## config.mk

```make
export PLATFORM = sky130hd
export DESIGN_NAME = fifo_tx
export DESIGN_NICKNAME = d
export VERILOG_FILES = /design/src/rtl/fifo_tx.sv
export SDC_FILE = /design/constraint.sdc
export NUM_CORES = 1
export LEC_CHECK = 0
export BUFFER_PORTS_ARGS = -buffer_cell sky130_fd_sc_hd__buf_2
export CORE_ASPECT_RATIO = 1.1
export CORE_MARGIN = 5
export CORE_UTILIZATION = 25
export DETAILED_ROUTE_END_ITERATION = 8
export SYNTH_ARGS = -nofsm -noshare
export SYNTH_HDL_FRONTEND = slang
export SYNTH_SLANG_ARGS = --single-unit
```

## constraint.sdc

```tcl
create_clock -name clk -period 7.23 [get_ports clk]
set_input_delay 1.446 -clock clk [delete_from_list [all_inputs] [get_ports clk]]
set_output_delay 1.446 -clock clk [all_outputs]
set_load 0.05 [all_outputs]
```

## src/rtl/fifo_tx.sv

```systemverilog
// fifo_tx: transmit byte FIFO and MSB-first bit serializer for the Zigbee baseband.
// APB writes push bytes into a DEPTH-entry circular buffer. While en_IQ is high,
// the FSM pops bytes and shifts them out, one bit every BIT_DIV clocks. IQ_rate
// marks the first cycle of every bit.
// Optional feature: define FIFO_TX_PSLVERR_EN to drive pslverr on a write while
// full and on a read attempt. Without it, pslverr is tied low.
module fifo_tx #(
  parameter int DEPTH   = 64,
  parameter int BIT_DIV = 25
) (
  input  logic       clk,
  input  logic       reset_n,
  input  logic [7:0] pwdata,
  input  logic       psel,
  input  logic       pwrite,
  input  logic       penable,
  output logic       pready,
  output logic       pslverr,
  input  logic       en_IQ,
  output logic       data_out,
  output logic       IQ_rate,
  output logic       mem_state
);

  localparam int              AW       = $clog2(DEPTH);
  localparam int              DW       = (BIT_DIV > 1) ? $clog2(BIT_DIV) : 1;
  localparam logic [AW:0]     FULL_CNT = (AW + 1)'(DEPTH);
  localparam logic [DW-1:0]   DIV_LAST = DW'(BIT_DIV - 1);

  typedef enum logic {S_IDLE, S_SHIFT} state_e;

  logic [7:0]    mem_q [DEPTH];
  logic [AW-1:0] wr_ptr_q, wr_ptr_d;
  logic [AW-1:0] rd_ptr_q, rd_ptr_d;
  logic [AW:0]   count_q, count_d;
  state_e        state_q, state_d;
  logic [7:0]    shift_q, shift_d;
  logic [2:0]    bit_idx_q, bit_idx_d;
  logic [DW-1:0] div_q, div_d;

  logic full, empty, wr_req, push, pop;

  assign full   = (count_q == FULL_CNT);
  assign empty  = (count_q == '0);
  assign wr_req = psel & penable & pwrite;
  // A write while full is dropped, even when a pop happens in the same cycle.
  assign push   = wr_req & ~full;

  assign mem_state = full;
  assign pready    = ~full;
  assign data_out  = (state_q == S_SHIFT) & shift_q[bit_idx_q];
  assign IQ_rate   = (state_q == S_SHIFT) && (div_q == '0);

  // Storage array: written on accepted pushes only.
  // NOTE: the data array is deliberately not reset; the pointers and the count
  // define which entries are valid, and a reset on the array would prevent it
  // from being built as RAM.
  always_ff @(posedge clk) begin
    if (push) mem_q[wr_ptr_q] <= pwdata;
  end

  // Serializer next state: load a byte, count the bit period, step bits MSB-first.
  always_comb begin
    // NOTE: every signal gets a default before the case statement, so no path
    // leaves a value unassigned and no latch is inferred.
    state_d   = state_q;
    shift_d   = shift_q;
    bit_idx_d = bit_idx_q;
    div_d     = div_q;
    pop       = 1'b0;
    case (state_q)
      S_IDLE: begin
        if (en_IQ && !empty) begin
          pop       = 1'b1;
          shift_d   = mem_q[rd_ptr_q];
          bit_idx_d = 3'd7;
          div_d     = '0;
          state_d   = S_SHIFT;
        end
      end
      S_SHIFT: begin
        if (div_q == DIV_LAST) begin
          div_d = '0;
          if (bit_idx_q != 3'd0) begin
            bit_idx_d = bit_idx_q - 3'd1;
          end else if (en_IQ && !empty) begin
            // Load the next byte with no gap, so the strobe period stays exact.
            pop       = 1'b1;
            shift_d   = mem_q[rd_ptr_q];
            bit_idx_d = 3'd7;
          end else begin
            state_d = S_IDLE;
          end
        end else begin
          div_d = div_q + DW'(1);
        end
      end
      default: state_d = S_IDLE;
    endcase
  end

  // FIFO bookkeeping: the pointers wrap naturally; the count sees push and pop together.
  always_comb begin
    wr_ptr_d = push ? wr_ptr_q + AW'(1) : wr_ptr_q;
    rd_ptr_d = pop  ? rd_ptr_q + AW'(1) : rd_ptr_q;
    case ({push, pop})
      2'b10:   count_d = count_q + (AW + 1)'(1);
      2'b01:   count_d = count_q - (AW + 1)'(1);
      default: count_d = count_q;
    endcase
  end

  // State registers: all cleared asynchronously, so any buffered data is lost on reset.
  always_ff @(posedge clk or negedge reset_n) begin
    if (!reset_n) begin
      wr_ptr_q  <= '0;
      rd_ptr_q  <= '0;
      count_q   <= '0;
      state_q   <= S_IDLE;
      shift_q   <= '0;
      bit_idx_q <= '0;
      div_q     <= '0;
    end else begin
      // NOTE: non-blocking assignments, so every flop samples the values from
      // before this edge and the order of the statements does not matter.
      wr_ptr_q  <= wr_ptr_d;
      rd_ptr_q  <= rd_ptr_d;
      count_q   <= count_d;
      state_q   <= state_d;
      shift_q   <= shift_d;
      bit_idx_q <= bit_idx_d;
      div_q     <= div_d;
    end
  end

`ifdef FIFO_TX_PSLVERR_EN
  logic rd_req, pslverr_q, pslverr_d;

  assign rd_req = psel & penable & ~pwrite;

  // Error source: a write that hits a full FIFO, or any read attempt.
  always_comb pslverr_d = (wr_req & full) | rd_req;

  // Error register: the pulse appears in the cycle after the offending access.
  always_ff @(posedge clk or negedge reset_n) begin
    if (!reset_n) pslverr_q <= 1'b0;
    else          pslverr_q <= pslverr_d;
  end

  assign pslverr = pslverr_q;
`else
  assign pslverr = 1'b0;
`endif

endmodule

```

After elaboration in Yosys (flattened, before gate mapping)

Memories as Yosys holds them, arrays and structs flattened.
Index checks and enable logic that the tools add are counted.

Latch bits: 0
Output and inout port bits: 5
Memory bits (writable): 512
Memories: 1
Logic and storage cells: 59
Flip-flop bits (word level): 36
ROM bits: 0

Shifts and indexed selects: 0
Multiplexer cells: 23
Add/sub/neg operators: 6
Reductions and logical operators: 8
Divide/modulo/power cells: 0
Order comparisons: 1
Equality and inequality tests: 7
Bitwise logic cells: 6
$mul: 0

Memories:

| memory | words | bits a word | rd ports | clocked after Yosys merged registers in | write ports | RTL line | source |
|---|---|---|---|---|---|---|---|
| mem_q  | 64    | 8           | 1        | 0                                       | 1           | 32       | `logic [7:0] mem_q [DEPTH];` |

Operators by type and width:

| cell                                                                  | count |
|---|---|
| 8-bit 2-to-1 mux                                                      | 3 |
| 8-bit one-hot mux with 2 select lines                                 | 1 |
| 7-bit one-hot mux with 2 select lines                                 | 1 |
| 6-bit by 1-bit adder with 6-bit output, second input constant         | 2 |
| 5-bit 2-to-1 mux                                                      | 2 |
| 5-bit one-hot mux with 2 select lines                                 | 1 |
| 3-bit 2-to-1 mux                                                      | 3 |
| 1-bit 2-to-1 mux                                                      | 8 |
| 7-bit by 1-bit adder with 7-bit output, second input constant         | 1 |
| 7-bit equality test, second input constant                            | 1 |
| 7-bit logical NOT                                                     | 1 |
| 7-bit by 1-bit subtractor with 7-bit output, second input constant    | 1 |
| 3-bit one-hot mux with 2 select lines                                 | 1 |
| 5-bit by 1-bit adder with 5-bit output, second input constant         | 1 |
| 5-bit equality test, second input constant                            | 1 |
| 5-bit logical NOT                                                     | 1 |
| 1-bit bitwise AND                                                     | 4 |
| 3-bit by 4-bit < comparator with 1-bit output, second input constant  | 1 |
| 2-bit inequality test, second input constant                          | 2 |
| 1-bit one-hot mux with 2 select lines                                 | 2 |
| 1-bit binary-select mux with 3-bit select                             | 1 |
| 3-bit nonzero test                                                    | 1 |
| 3-bit by 1-bit subtractor with 3-bit output, second input constant    | 1 |
| 2-bit by 1-bit equality test with 1-bit output, second input constant | 1 |
| 7 further kinds                                                       | 9 |

Longest topological paths before layout

Depth after elaboration: 9
Mapped depth: 15
Gate-level depth less buffers: 15

Worst setup path before layout

OpenSTA, ideal clock, no wires.

Kind: reg2reg
Start: reg count_q[3]
End: reg count_q[6]
Data required time: 7.151 ns
Buffers on the path: 1
Slack: 3.310 ns
Cell stages (with the launch flop): 14
Arrival: 3.841 ns
Path through: dfrtp_1 -> or4_4 -> nand4b_1 -> and4_1 -> buf_2 -> inv_2 -> ha_1 -> ha_1 -> nor2b_1 -> o21ai_0 -> a21oi_1 -> or4_1 -> nand3_1 -> xor2_1

Elaborated cells on any way between the ends: 16

RTL lines:

| item                                                                                         | RTL line | source |
|---|---|---|
| start: declaration                                                                           | 35       | `logic [AW:0] count_q, count_d;` |
| start signal: assignment                                                                     | 128      | `count_q <= count_d;` |
| 7-bit equality test (*)                                                                      | 43       | `assign full = (count_q == FULL_CNT);` |
| 1-bit inverter (*)                                                                           | --       |  |
| net pready                                                                                   | 17       | `output logic pready,` |
| 1-bit bitwise AND (*)                                                                        | 47       | `assign push = wr_req & ~full;` |
| 2-bit by 1-bit equality test with 1-bit output / 2-bit equality test (equally long branches) | 106      | `case ({push, pop})` |
| 7-bit one-hot mux with 2 select lines / 2-bit nonzero test (equally long branches)           | --       |  |

The timed path passes the listed nets; every way through them passes the cells marked *.
A chain may end at the register's enable or synchronous reset.

Final worst setup path

Start: reg bit_idx_q[0]
End: out data_out

Longest elaborated chain between the ends: 3

Ends and longest elaborated chain:

| item                                      | RTL line | source |
|---|---|---|
| start: declaration                        | 38       | `logic [2:0] bit_idx_q, bit_idx_d;` |
| start signal: assignment                  | 131      | `bit_idx_q <= bit_idx_d;` |
| 1-bit binary-select mux with 3-bit select | 51       | `assign data_out = (state_q == S_SHIFT) & shift_q[bit_idx_q];` |
| 1-bit 2-to-1 mux (not written as such)    | 51       |  |
| 1-bit bitwise AND                         | 51       |  |
| end: declaration                          | 20       | `output logic data_out,` |

Every way passes these cells. The select of a mux whose other input is x is not followed.

==> flow_summary_export.csv <==
group,metric,value,unit
detailed_routing,drt_iter0_markers,979,
synth,synth_flop_cell,"edfxtp_1",
pwr,power_density,301,nW/um^2
min_path,min_path_type,"flip-flop to flip-flop",
sta,setup_viol,0,
worst_setup_path,critical_path_class,"flip-flop to primary output",
die,die_x,292,um
worst_setup_path,cp-end-kind,"primary output",
cells_and_area,nNetsFinal,1228,
synth,yosys_register_bits,548,
die,core,86500,sq um
pwr,power,7500,uW
detailed_routing,antenna_left,0,
placed_design,routabilityCongestion,0.798,
cells_and_area,stdcell_count,2399,
detailed_routing,wl,48200,um
detailed_routing,drc,0,
clock_network,clk_pin_slew,0.06,ns
cells_and_area,finalCoreUtilization,28.8,%
clock_network,post_cts_resized,0,
synth,avgSynthCellArea,18.7,sq um
sta,period_share,51.0,%
clock_network,clock_sinks,548,
clock_network,cts-buffers-inserted,56,
die,start_util,25.2,%
sta,min_period,3.69,ns
grt,grt_pass1_vias,11000,
sta,tns,0,ns
clock_network,postCtsSetupBuffers,0,
grt,grt_pass1_wl,72600,um
sta,max_freq,0.271,GHz
clock_network,clk_path_buf_depth,3,
worst_setup_path,reg2reg_depth,12,
clock_network,clock_latency,0.60,ns
clock_network,cts_tree,"yes",
sta,maxSlewHeadroom,27.7,%
sta,final.setup_skew,0.0224,ns
die,die_y,320,um
placed_design,placed_cells,2293,
grt,grt_usage,10.1,%
cells_and_area,layout_commonest_cell,"edfxtp_1",
worst_setup_path,cp_max_fo,4,
sta,grt_setup_unrepaired,"no",
synth,synth.net_count,1195,
die,design.die.area,93300,sq um
placed_design,hpwl,28400,um
worst_setup_path,cp-start-kind,"flip-flop",
grt,antenna_found_initial,7,
synth,syn-cell-area,21800,sq um
synth,async_flop_share,6.57,%
grt,grt_max_degree,65,
die,ios,19,
worst_setup_path,critPathArrivalTime,2.24,ns
status,status,"completed",
cells_and_area,drive_gt1_share,19.4,%
synth,netlist_instances,1168,
min_path,holdPathStages,1,
worst_setup_path,cp_data_required_time,5.78,ns
sta,tightestPinTransition,1.08,ns
clock_network,cts_root_buf,"clkbuf_16",
synth,synth_cell_types,62,
clock_network,postCtsHoldBufs,0,
cells_and_area,n_fill_cell,8515,
clock_network,htree_levels,2,
detailed_routing,wl_per_cell,20.1,um
detailed_routing,viasPerCell,4.53,
cells_and_area,layout_common_cells,"edfxtp_1, mux4_2, nor2_1, mux2i_1, clkbuf_16",
cells_and_area,syn2layout_area_growth,14.2,%
sta,maxSlewViolCount,0,
detailed_routing,drt_pass1_iterations,4,
detailed_routing,dr_total_vias,10900,
job,drv_cap,0,
die,rows,113,
synth,synth-edff-count,512,
sta,hold_viol_final,0,
pwr,leakagePower,0.00767,uW
placed_design,io_buffers,17,
synth,yosysWarnings,0,
grt,grt_overflow_total,0,
pwr,peakVddDrop,178,uV
synth,synth-seq-area-share,74.6,%
## synth_stat cells, types with 13 or more instances
cell type | count | area (sq um)
a211oi_1 | 26 | 195
buf_2 | 13 | 65.1
clkbuf_1 | 23 | 86.3
dfrtp_1 | 36 | 901
edfxtp_1 | 512 | 15400
inv_1 | 14 | 52.6
mux2_2 | 19 | 214
mux2i_1 | 69 | 691
mux4_2 | 90 | 2030
nand2_1 | 50 | 188
nand3_1 | 15 | 75.1
nor2_1 | 84 | 315
nor2b_1 | 13 | 81.3
o21ai_0 | 23 | 115
o22ai_1 | 21 | 131
## kinds of logic after synthesis
logic type      Yosys count  share of synthesized area [%]
xor+xnor                 17                          0.682
fa+ha+maj                13                          0.779
other cells               1                         0.0172
simple gates            204                           4.42
mux                     178                           13.4
buf+inv                  77                           1.84
compound gates          130                           4.28
flops                   548                           74.6
## stage by stage
| stage | hold WS [ns] | cell area [sq um] | worst slack, ns |
|---|---|---|---|
| after floorplan | 0.455 | 21800 | 3.31 |
| after global placement | 0.498 | 23200 | 3.19 |
| after detailed placement | 0.502 | 23200 | 3.18 |
| after CTS | 0.515 | 24900 | 3.46 |
| after global routing | 0.541 | 24900 | 3.27 |
| final | 0.518 | 24900 | 3.54 |
## state kept, by name, indices dropped and copies added (netlist names)
signal,count
wr_ptr_q,6
rd_ptr_q,6
mem_q,512
count_q,7
state_q,1
div_q,5
shift_q,8
bit_idx_q,3
## where the power goes
group	switching [uW]	internal, uW	total [uW]
Clock	1160	1570	2730
Combinational	553	513	1070
Sequential	149	3550	3700
## critical path, cell delays in order, from the launching register on
cell and delay, ns:
dfrtp_1 0.48, mux4_2 0.53, mux2i_1 0.31, nor2b_1 0.10
buf_2 0.23
## worst paths after layout
path                                     startpoint                      end  slack (ns)
setup / recovery           bit_idx_q[0]$_DFFE_PN0N_                 data_out        3.54
max in group asynchronous                   reset_n  rd_ptr_q[1]$_DFFE_PN0P_        5.60
hold reg to reg              count_q[6]$_DFFE_PN0P_   count_q[6]$_DFFE_PN0P_        0.52
min in group asynchronous                   reset_n   count_q[3]$_DFFE_PN0P_        0.97
setup reg to reg             count_q[3]$_DFFE_PN0P_   count_q[6]$_DFFE_PN0P_        3.61
hold / removal               count_q[6]$_DFFE_PN0P_   count_q[6]$_DFFE_PN0P_        0.52
## layer usage
layer  part of all wire, %  GRT usage (%)  vias to the layer above
met4                   2.1           2.52                        6
met3                   6.0           2.29                       68
met1                    44           13.9                     5683
li1                      -              -                     4792
met5                 0.083              0                        -
met2                    48           16.2                      315
## layout make-up
cell class / count / area (sq um) / area share (%)
clock buffer: 68 / 1490 / 5.97
multi-input combinational: 543 / 5150 / 20.7
inverter: 16 / 62.6 / 0.251
clock inverter: 34 / 255 / 1.02
antenna: 4 / 10.0 / 0.0401
tap: 1150 / 1440 / 5.77
sequential: 548 / 16300 / 65.3
timing repair buffer: 36 / 240 / 0.964
No activity file was read; power rests on OpenSTA's default activity.
